**src/rtl/fifo_uart_tx_if.sv**
```systemverilog
// Read-side handshake between the async FIFO and its UART consumer.
// The FIFO side drives the head word and empty flag; the consumer returns the pop strobe.
interface fifo_uart_tx_if #(
    parameter int DATA_WIDTH = 8
);
    logic                  r_empty;
    logic [DATA_WIDTH-1:0] r_data;
    logic                  rinc;

    modport master (
        output r_empty,
        output r_data,
        input  rinc
    );

    modport slave (
        input  r_empty,
        input  r_data,
        output rinc
    );
endinterface

```
**src/rtl/fifo_uart_tx.sv**
```systemverilog
// FIFO read-side consumer that serialises each popped word as a UART frame,
// one bit per r_clk cycle: start, data LSB first, optional parity, stop.
module fifo_uart_tx #(
    parameter int DATA_WIDTH = 8
) (
    input  logic                 r_clk,
    input  logic                 r_rst,
    fifo_uart_tx_if.slave        fifo,
    input  logic                 par_en_i,
    input  logic                 par_typ_i,
    output logic                 tx_out_o,
    output logic                 busy_o
);
    localparam int CNT_W = (DATA_WIDTH > 1) ? $clog2(DATA_WIDTH) : 1;

    typedef enum logic [2:0] {
        IDLE,
        START,
        DATA,
        PARITY,
        STOP
    } state_t;

    state_t                state_q, state_d;
    logic [CNT_W-1:0]      cnt_q, cnt_d;
    logic [DATA_WIDTH-1:0] shreg_q, shreg_d;
    logic                  par_en_q, par_en_d;
    logic                  par_typ_q, par_typ_d;
    logic                  tx_q, tx_d;
    logic                  busy_q, busy_d;
    logic                  load_w;

    // A pop is only legal from the last line bit or idle, which gives back-to-back frames
    assign load_w    = ((state_q == IDLE) || (state_q == STOP)) && !fifo.r_empty;
    assign fifo.rinc = load_w && !r_rst;
    assign tx_out_o  = tx_q;
    assign busy_o    = busy_q;

    always_ff @(posedge r_clk or posedge r_rst) begin
        if (r_rst) begin
            state_q   <= IDLE;
            cnt_q     <= '0;
            shreg_q   <= '0;
            par_en_q  <= 1'b0;
            par_typ_q <= 1'b0;
            tx_q      <= 1'b1;
            busy_q    <= 1'b0;
        end else begin
            state_q   <= state_d;
            cnt_q     <= cnt_d;
            shreg_q   <= shreg_d;
            par_en_q  <= par_en_d;
            par_typ_q <= par_typ_d;
            tx_q      <= tx_d;
            busy_q    <= busy_d;
        end
    end

    // tx_d/busy_d describe the line during the state being entered
    always_comb begin
        state_d   = state_q;
        cnt_d     = cnt_q;
        shreg_d   = shreg_q;
        par_en_d  = par_en_q;
        par_typ_d = par_typ_q;
        tx_d      = tx_q;
        busy_d    = busy_q;

        unique case (state_q)
            IDLE: begin
                tx_d   = 1'b1;
                busy_d = 1'b0;
            end
            START: begin
                state_d = DATA;
                cnt_d   = '0;
                tx_d    = shreg_q[0];
                busy_d  = 1'b1;
            end
            DATA: begin
                busy_d = 1'b1;
                if (cnt_q == CNT_W'(DATA_WIDTH - 1)) begin
                    if (par_en_q) begin
                        state_d = PARITY;
                        tx_d    = (^shreg_q) ^ par_typ_q;
                    end else begin
                        state_d = STOP;
                        tx_d    = 1'b1;
                    end
                end else begin
                    cnt_d = cnt_q + 1'b1;
                    tx_d  = shreg_q[cnt_d];
                end
            end
            PARITY: begin
                state_d = STOP;
                tx_d    = 1'b1;
                busy_d  = 1'b1;
            end
            STOP: begin
                state_d = IDLE;
                tx_d    = 1'b1;
                busy_d  = 1'b0;
            end
            default: begin
                state_d = IDLE;
                tx_d    = 1'b1;
                busy_d  = 1'b0;
            end
        endcase

        if (load_w) begin
            state_d   = START;
            shreg_d   = fifo.r_data;
            par_en_d  = par_en_i;
            par_typ_d = par_typ_i;
            tx_d      = 1'b0;
            busy_d    = 1'b1;
        end
    end
endmodule

```
**src/flat_wrapper.sv**
```systemverilog
// flat-port wrapper written by rule: the top's interface ports become plain ports
module fifo_uart_tx_flat 
#(
    parameter int DATA_WIDTH = 8
)
  (r_clk, r_rst, par_en_i, par_typ_i, tx_out_o, busy_o, fifo_r_empty, fifo_r_data, fifo_rinc);
  fifo_uart_tx_if #(.DATA_WIDTH(DATA_WIDTH)) fifo_i ();
  input  logic r_clk;
  input  logic r_rst;
  input  logic par_en_i;
  input  logic par_typ_i;
  output logic tx_out_o;
  output logic busy_o;
  input wire logic [$bits(fifo_i.r_empty)-1:0] fifo_r_empty;
  input wire logic [$bits(fifo_i.r_data)-1:0] fifo_r_data;
  output wire logic [$bits(fifo_i.rinc)-1:0] fifo_rinc;
  assign fifo_i.r_empty = fifo_r_empty;
  assign fifo_i.r_data = fifo_r_data;
  assign fifo_rinc = fifo_i.rinc;
  fifo_uart_tx #(.DATA_WIDTH(DATA_WIDTH)) u_core (.r_clk(r_clk), .r_rst(r_rst), .fifo(fifo_i), .par_en_i(par_en_i), .par_typ_i(par_typ_i), .tx_out_o(tx_out_o), .busy_o(busy_o));
endmodule
```
**config.mk**
```make
export PLATFORM = sky130hd
export DESIGN_NAME = fifo_uart_tx_flat
export DESIGN_NICKNAME = d
export VERILOG_FILES = /design/src/rtl/fifo_uart_tx_if.sv /design/src/rtl/fifo_uart_tx.sv /design/src/flat_wrapper.sv
export SDC_FILE = /design/constraint.sdc
export NUM_CORES = 1
export LEC_CHECK = 0
export ABC_AREA = 1
export BUFFER_PORTS_ARGS = -buffer_cell sky130_fd_sc_hd__buf_2
export CORE_MARGIN = 2
export CORE_UTILIZATION = 48
export DETAILED_ROUTE_END_ITERATION = 7
export PLACE_DENSITY = 0.8
export SYNTH_ARGS = -nofsm -noshare
export SYNTH_HDL_FRONTEND = slang
export SYNTH_SLANG_ARGS = --single-unit
```
**constraint.sdc**
```tcl
create_clock -name r_clk -period 1.4 [get_ports r_clk]
set_clock_uncertainty 0.05 [all_clocks]
set_input_delay 0.35 -clock r_clk [delete_from_list [all_inputs] [get_ports r_clk]]
set_output_delay 0.35 -clock r_clk [all_outputs]
set_load 0.1 [all_outputs]
```
==> flow_summary.toml, run 1 <==
[logic_synthesis]
syn_inst = 132
synth.net_count = 147
async_reset_ff_frac = 1.00
ys_seq_elements = 18
ys_seq_area_frac = 0.464
synth_cell_type_count = 19
synth_edf_count = 0
synth_most_common_cell = "nand2_1"
synth.avg_cell_area_um2 = 7.37
synthTopCellsByCount = "nand2_1, inv_1, dfrtp_1"
synthFlopType = "dfrtp_1"
synth_top_area_cell = "dfrtp_1"
yosys.area.top_type_share = 0.437
synth_warnings = 0
syn_area_um2 = 973
synth_area_leaders = "dfrtp_1, nand2_1, inv_1, nand3_1, o21ai_0"

[drt]
dr.pass1.iters = 4
vias_per_cell = 4.90
vias = 901
wl_met2_um = 986
detail-route-antenna-nets = 0
top_layer = "met4"
route.met3.wl_um = 58
drt-met1-wl_um = 844
drtIter0Drc = 25
wire_per_inst_um = 10.4
drcViolationCount = 0
wl_mm = 1.92

[final_layout]
diodes = 0
final_area_mm2 = 0.00126
nets = 173
drive_gt1_frac = 0.268
n_fill_cell = 172
finalNonFillerCells = 184
fin_util = 0.648
synthToLayoutAreaGrowth_pct = 29.2

[die]
die_h_um = 49.0
coreArea_mm2 = 0.00194
dieArea_mm2 = 0.00240
rows = 16
start_util = 0.501
io_pins = 16
fp.dieW_um = 49.0

[placed_design]
place_hpwl_mm = 1.47
routabilityCongestion = 0.880
dp.cells = 178
port-buffer-count = 15
pre_cts_slack_ns = -0.0302
dpl-instance-area_mm2 = 0.00118

[clock_network]
cts_tree = "yes"
cts.sinks = 18
insertion_delay_ns = 0.30
cts_buffer_depth = 2
root_buffer = "clkbuf_4"
clk_pin_slew_ns = 0.11
htree_levels = 1
cts_buffers = 3

[pwr]
powerDensity_mw_per_mm2 = 2500
p_leak_nw = 0.645
irDropWorstVdd_mv = 1.33

[run_status]
violations = "setup timing"
run_status = "finished, violations left"

[worst_hold_path]
hp-class = "primary input to register"

[grt]
grt_pass1_vias = 856
grt-ovfl-total = 0
grt_start_max_net_pins = 18
antenna_found_initial = 0
grtUsageTotal = 0.183
grt_first_pass_wirelength_mm = 3.31

[flow_run]
drv_cap = 0

[sta]
finalSetupViolCount = 3
final_max_slew_viol_count = 0
finalHoldViolCount = 0
fin_crit_sh = 1.23
fmax_mhz = 580
tightest_slew_ns = 0.454
layout_min_cycle_time_ns = 1.72
rsz0062_at_grt = "true"
slew_headroom = 0.695
fin_ws_ns = -0.324

[setup_path]
rr_worst_depth = 6
cp.arrival_ns = 1.32
path_max_fanout = 2
startpoint = "u_core.state_q[1]"
crit_type = "register to output port"
required_ns = 1.00
r2r_start = "u_core.cnt_q[1]"
r2r_end = "u_core.tx_out_o"
ff2ff_setup_slack_ns = -0.03
endpoint = "fifo_rinc"
setup.worst_path.end_class = "output port"
start_kind = "register"
[report_power, final]
part           total [mW]  internal, mW  switching [mW]  leakage, nW
clock               0.280         0.111           0.169       0.0150
sequential          0.997         0.774           0.223        0.223
combinational        1.86         0.731            1.13        0.407
[worst max-delay path, stage by stage (launching register included)]
cell	delay, ns
dfrtp_1	0.41
nor2_2	0.14
inv_2	0.06
nor2_4	0.09
inv_2	0.05
nor2_4	0.09
buf_12	0.18
[metrics by stage]
step | power (mW) | hold slack (ns) | TNS [ns]
6_report | 3.14 | 0.186 | -0.374
5_1_grt | 3.44 | 0.206 | -0.669
4_1_cts | 3.06 | 0.182 | -0.406
3_5_place_dp | 2.73 | 0.299 | -0.0471
3_3_place_gp | 2.67 | 0.290 | 0
2_1_floorplan | 2.24 | 0.238 | -0.299
[kinds of logic (layout without fill, tap and decap cells)]
kind of cell    Yosys count  count (layout)  share of synthesized area
compound gates           15              15                     0.0913
buf+inv                  21              46                     0.0848
fa+ha+maj                 2               2                     0.0257
simple gates             75              75                      0.325
xor+xnor                  1               1                    0.00900
flops                    18              18                      0.464
[state kept, by name (all words and copies together) (netlist names)]
signal            flops
u_core.busy_o         1
u_core.cnt_q          3
u_core.par_en_q       1
u_core.par_typ_q      1
u_core.shreg_q        8
u_core.state_q        3
u_core.tx_out_o       1
[placed cells by master, fill, tap and decap left out, types with 4 or more instances in the layout]
cell      n
buf_2    12
o21ai_0   9
nand3_1   9
nor2_4    4
dfrtp_1  17
inv_2     5
nand2_1  54
inv_1    15
buf_4     6
[how the worst min path moves through the flow]
stage	startpoint	to	slack, ns	depth (start not counted)
floorplan	r_rst	u_core.busy_o	0.24	1
global placement	r_rst	u_core.state_q[0]	0.29	2
detailed placement	r_rst	u_core.state_q[0]	0.30	2
CTS	fifo_r_data[5]	u_core.shreg_q[5]	0.18	3
global route	fifo_r_data[5]	u_core.shreg_q[5]	0.21	3
finish	fifo_r_data[5]	u_core.shreg_q[5]	0.19	3
[metal layers]
metal  track usage  vias to the layer above
li1              -                      464
met3        0.0368                        4
met4         0.124                        0
met5             0                        -
met1         0.206                      412
met2         0.313                       21
[layout make-up]
class | instances | area [µm²] | area share
multi-input cells | 93 | 495 | 0.394
flip-flops and latches | 18 | 452 | 0.359
repair buffers | 22 | 175 | 0.139
inverters | 20 | 75.1 | 0.0597
well taps | 27 | 33.8 | 0.0269
clock buffers | 4 | 26.3 | 0.0209
[repair_timing]
item                       CTS  global route
setup endpoints to repair    3             5
pin swaps                    2             2
buffers inserted             1             0
gates resized for setup      1            10
hold buffers                 1             0
hold endpoints to repair     7             0
Power figures use the tool's default switching activity.
==> run 2: changes to the inputs <==
--- a/config.mk
+++ b/config.mk
@@ -5,7 +5,6 @@
 export SDC_FILE = /design/constraint.sdc
 export NUM_CORES = 1
 export LEC_CHECK = 0
-export ABC_AREA = 1
 export BUFFER_PORTS_ARGS = -buffer_cell sky130_fd_sc_hd__buf_2
 export CORE_MARGIN = 2
 export CORE_UTILIZATION = 48
==> run 2 against run 1 <==
The flow still finishes with violations (setup timing). Die area fell by 1.8%. Global-route usage rose by 1.4 points. Critical path depth fell by 1. Cell count fell by 21%. Critical path type is now register to register.
==> flow_summary.toml, run 2 <==
[sta]
fin_ws_ns = -0.562
tightest_slew_ns = 0.354
slew_headroom = 0.763
layout_min_cycle_time_ns = 1.96
fin_hold_ws_ns = 0.212
final_max_slew_viol_count = 0
finalSetupViolCount = 10
setup_tns_ns = -1.36
fmax_mhz = 510
rsz0062_at_grt = "true"
fin_crit_sh = 1.40
finalHoldViolCount = 0

[final_layout]
diodes = 0
synthToLayoutAreaGrowth_pct = 44.6
n_fill_cell = 147
layout_commonest_cell = "buf_4"
fin_util = 0.718
reg_top3 = "u_core.shreg_q: 8 flops, u_core.cnt_q: 3 flops, u_core.state_q: 3 flops"
largest_reg_flops = 8
layout_common_cells = "buf_4, dfrtp_1, buf_2"
nets = 135
top_register = "u_core.shreg_q"
drive_gt1_frac = 0.555

[die]
coreArea_mm2 = 0.00192
die_h_um = 48.6
io_pins = 16
start_util = 0.497
fp.dieW_um = 48.6
dieArea_mm2 = 0.00236
rows = 16

[setup_path]
crit_buf_inv = 0
rr_worst_depth = 5
crit_slowest_cell = "mux4_2"
crit_type = "register to register"
required_ns = 1.57
cpLargestDelayFamily = "multiplexers"
cpPeakStageDelay_ns = 0.50
r2r_end = "u_core.tx_out_o"
cp_cell_sequence = "ha_4, mux4_2, mux2_4, o32ai_4, a21oi_2"
path_max_fanout = 3
setup.worst_path.end_class = "register"
cp.arrival_ns = 2.14
start_kind = "register"
ff2ff_setup_slack_ns = -0.56
r2r_start = "u_core.cnt_q[0]"

[logic_synthesis]
syn_area_um2 = 955
synthFlopType = "dfrtp_1"
synth.avg_cell_area_um2 = 11.9
yosys.area.top_type_share = 0.446
async_reset_ff_frac = 1.00
ys_seq_area_frac = 0.473
syn_inst = 80
synth_top_area_cell = "dfrtp_1"
synthTopCellsByCount = "dfrtp_1, mux2_2, nor2_1"
ys_seq_elements = 18
synth_area_leaders = "dfrtp_1, mux2_2, mux4_1, a21oi_1, a22o_1"
synth.net_count = 95
synth_warnings = 0
synth_edf_count = 0
synth_cell_type_count = 25
synth_most_common_cell = "dfrtp_1"

[pwr]
pwr-share-seq = 0.265
switching_share = 0.399
clkPwrFrac = 0.075
switching_power_mw = 1.45
powerDensity_mw_per_mm2 = 2640
p_leak_nw = 0.620
total_power_mw = 3.64
p_int_mw = 2.19
comb_power_share = 0.660
irDropWorstVdd_mv = 1.85

[worst_hold_path]
hold_depth = 3
hp-class = "primary input to register"
min_to = "u_core.par_en_q"
min_from = "par_en_i"

[grt]
grt_pass1_vias = 842
antenna_found_initial = 0
grt-ovfl-total = 0
grt_start_max_net_pins = 13
grtUsageTotal = 0.197
grt_first_pass_wirelength_mm = 3.57

[clock_network]
cts_buffer_depth = 2
cts_tree = "yes"
insertion_delay_ns = 0.30
cts.sinks = 18
root_buffer = "clkbuf_4"
htree_levels = 1
cts_buffers = 3
clk_pin_slew_ns = 0.10

[drt]
wl_mm = 2.32
detail-route-antenna-nets = 0
vias = 799
wire_per_inst_um = 15.9
dr.pass1.iters = 4
drcViolationCount = 0
vias_per_cell = 5.47
drtIter0Drc = 36

[flow_run]
drv_cap = 0

[placed_design]
routabilityCongestion = 0.780
port-buffer-count = 15
place_hpwl_mm = 1.55

[run_status]
violations = "setup timing"
run_status = "finished, violations left"
[run 2: cell count changes after synthesis, sizes merged, moves of 2 or more]
cell and change:
nand2 -53, nand3 -10, clkbuf +2, mux4 +2, xnor2 +3, or2 +2, o21ai -8, inv -17
a21oi +6, xor2 +2, mux2 +11, o31ai -2, a22o +5
[run 2: final cells by class]
class                   instances  area [µm²]  area share
multi-input cells              56         558       0.404
repair buffers                 38         299       0.217
clock buffers                   4        26.3      0.0190
flip-flops and latches         18         452       0.327
inverters                       3        11.3     0.00816
well taps                      27        33.8      0.0245
[run 2: cell families after synthesis]
group | synth area share
and+or+nand+nor | 0.0905
AOI/OAI and AO/OA | 0.111
buffers and inverters | 0.0249
DFF | 0.473
xor gates and xnor gates | 0.0786
muxes | 0.195
adders and majority gates | 0.0262
[run 2: layer usage]
metal	vias up	wire (µm)	track usage
met5	-	0	0
met4	0	95	0.105
met3	11	111	0.0216
met2	37	1290	0.375
met1	387	828	0.212
li1	364	-	-
[run 2: worst reg2reg max path, cell delays in order, from the launching register on]
cell	delay, ns
dfrtp_1	0.42
ha_4	0.31
mux4_2	0.50
mux2_4	0.28
o32ai_4	0.27
a21oi_2	0.06
[run 2: through the flow]
step	instance area [µm²]	std cells	setup WS, ns
after floorplan	1010	80	-0.647
after global placement	1280	138	-0.471
after detailed placement	1280	138	-0.502
after CTS	1330	143	-0.593
after global routing	1380	146	-0.623
final	1380	146	-0.562
[run 2: what timing repair did]
action                                 CTS  global route
setup endpoints to repair                6            16
resized for setup                        2             5
endpoints found under the hold margin    7             0
pin swaps                                2             4
cloned                                   0             1
buffers inserted                         0             2
hold buffers                             1             0
[run 2: how the worst max path moves through the flow]
stage / startpoint / endpoint / slack, ns / cells past startpoint
finish: u_core.cnt_q[0] / u_core.tx_out_o / -0.56 / 5
global route: u_core.cnt_q[1] / u_core.tx_out_o / -0.62 / 5
global placement: u_core.cnt_q[1] / u_core.tx_out_o / -0.47 / 5
CTS: u_core.cnt_q[1] / u_core.tx_out_o / -0.59 / 5
detailed placement: u_core.cnt_q[1] / u_core.tx_out_o / -0.50 / 5
floorplan: u_core.state_q[1] / fifo_rinc / -0.65 / 2
[run 2: power by group through the flow]
stage	clock network [mW]	registers, mW	logic [mW]
global placement	0	0.941	2.10
finish	0.272	0.967	2.40
detailed placement	0	0.959	2.18
floorplan	0	1.15	1.33
global route	0.293	0.988	2.55
CTS	0.273	0.949	2.25
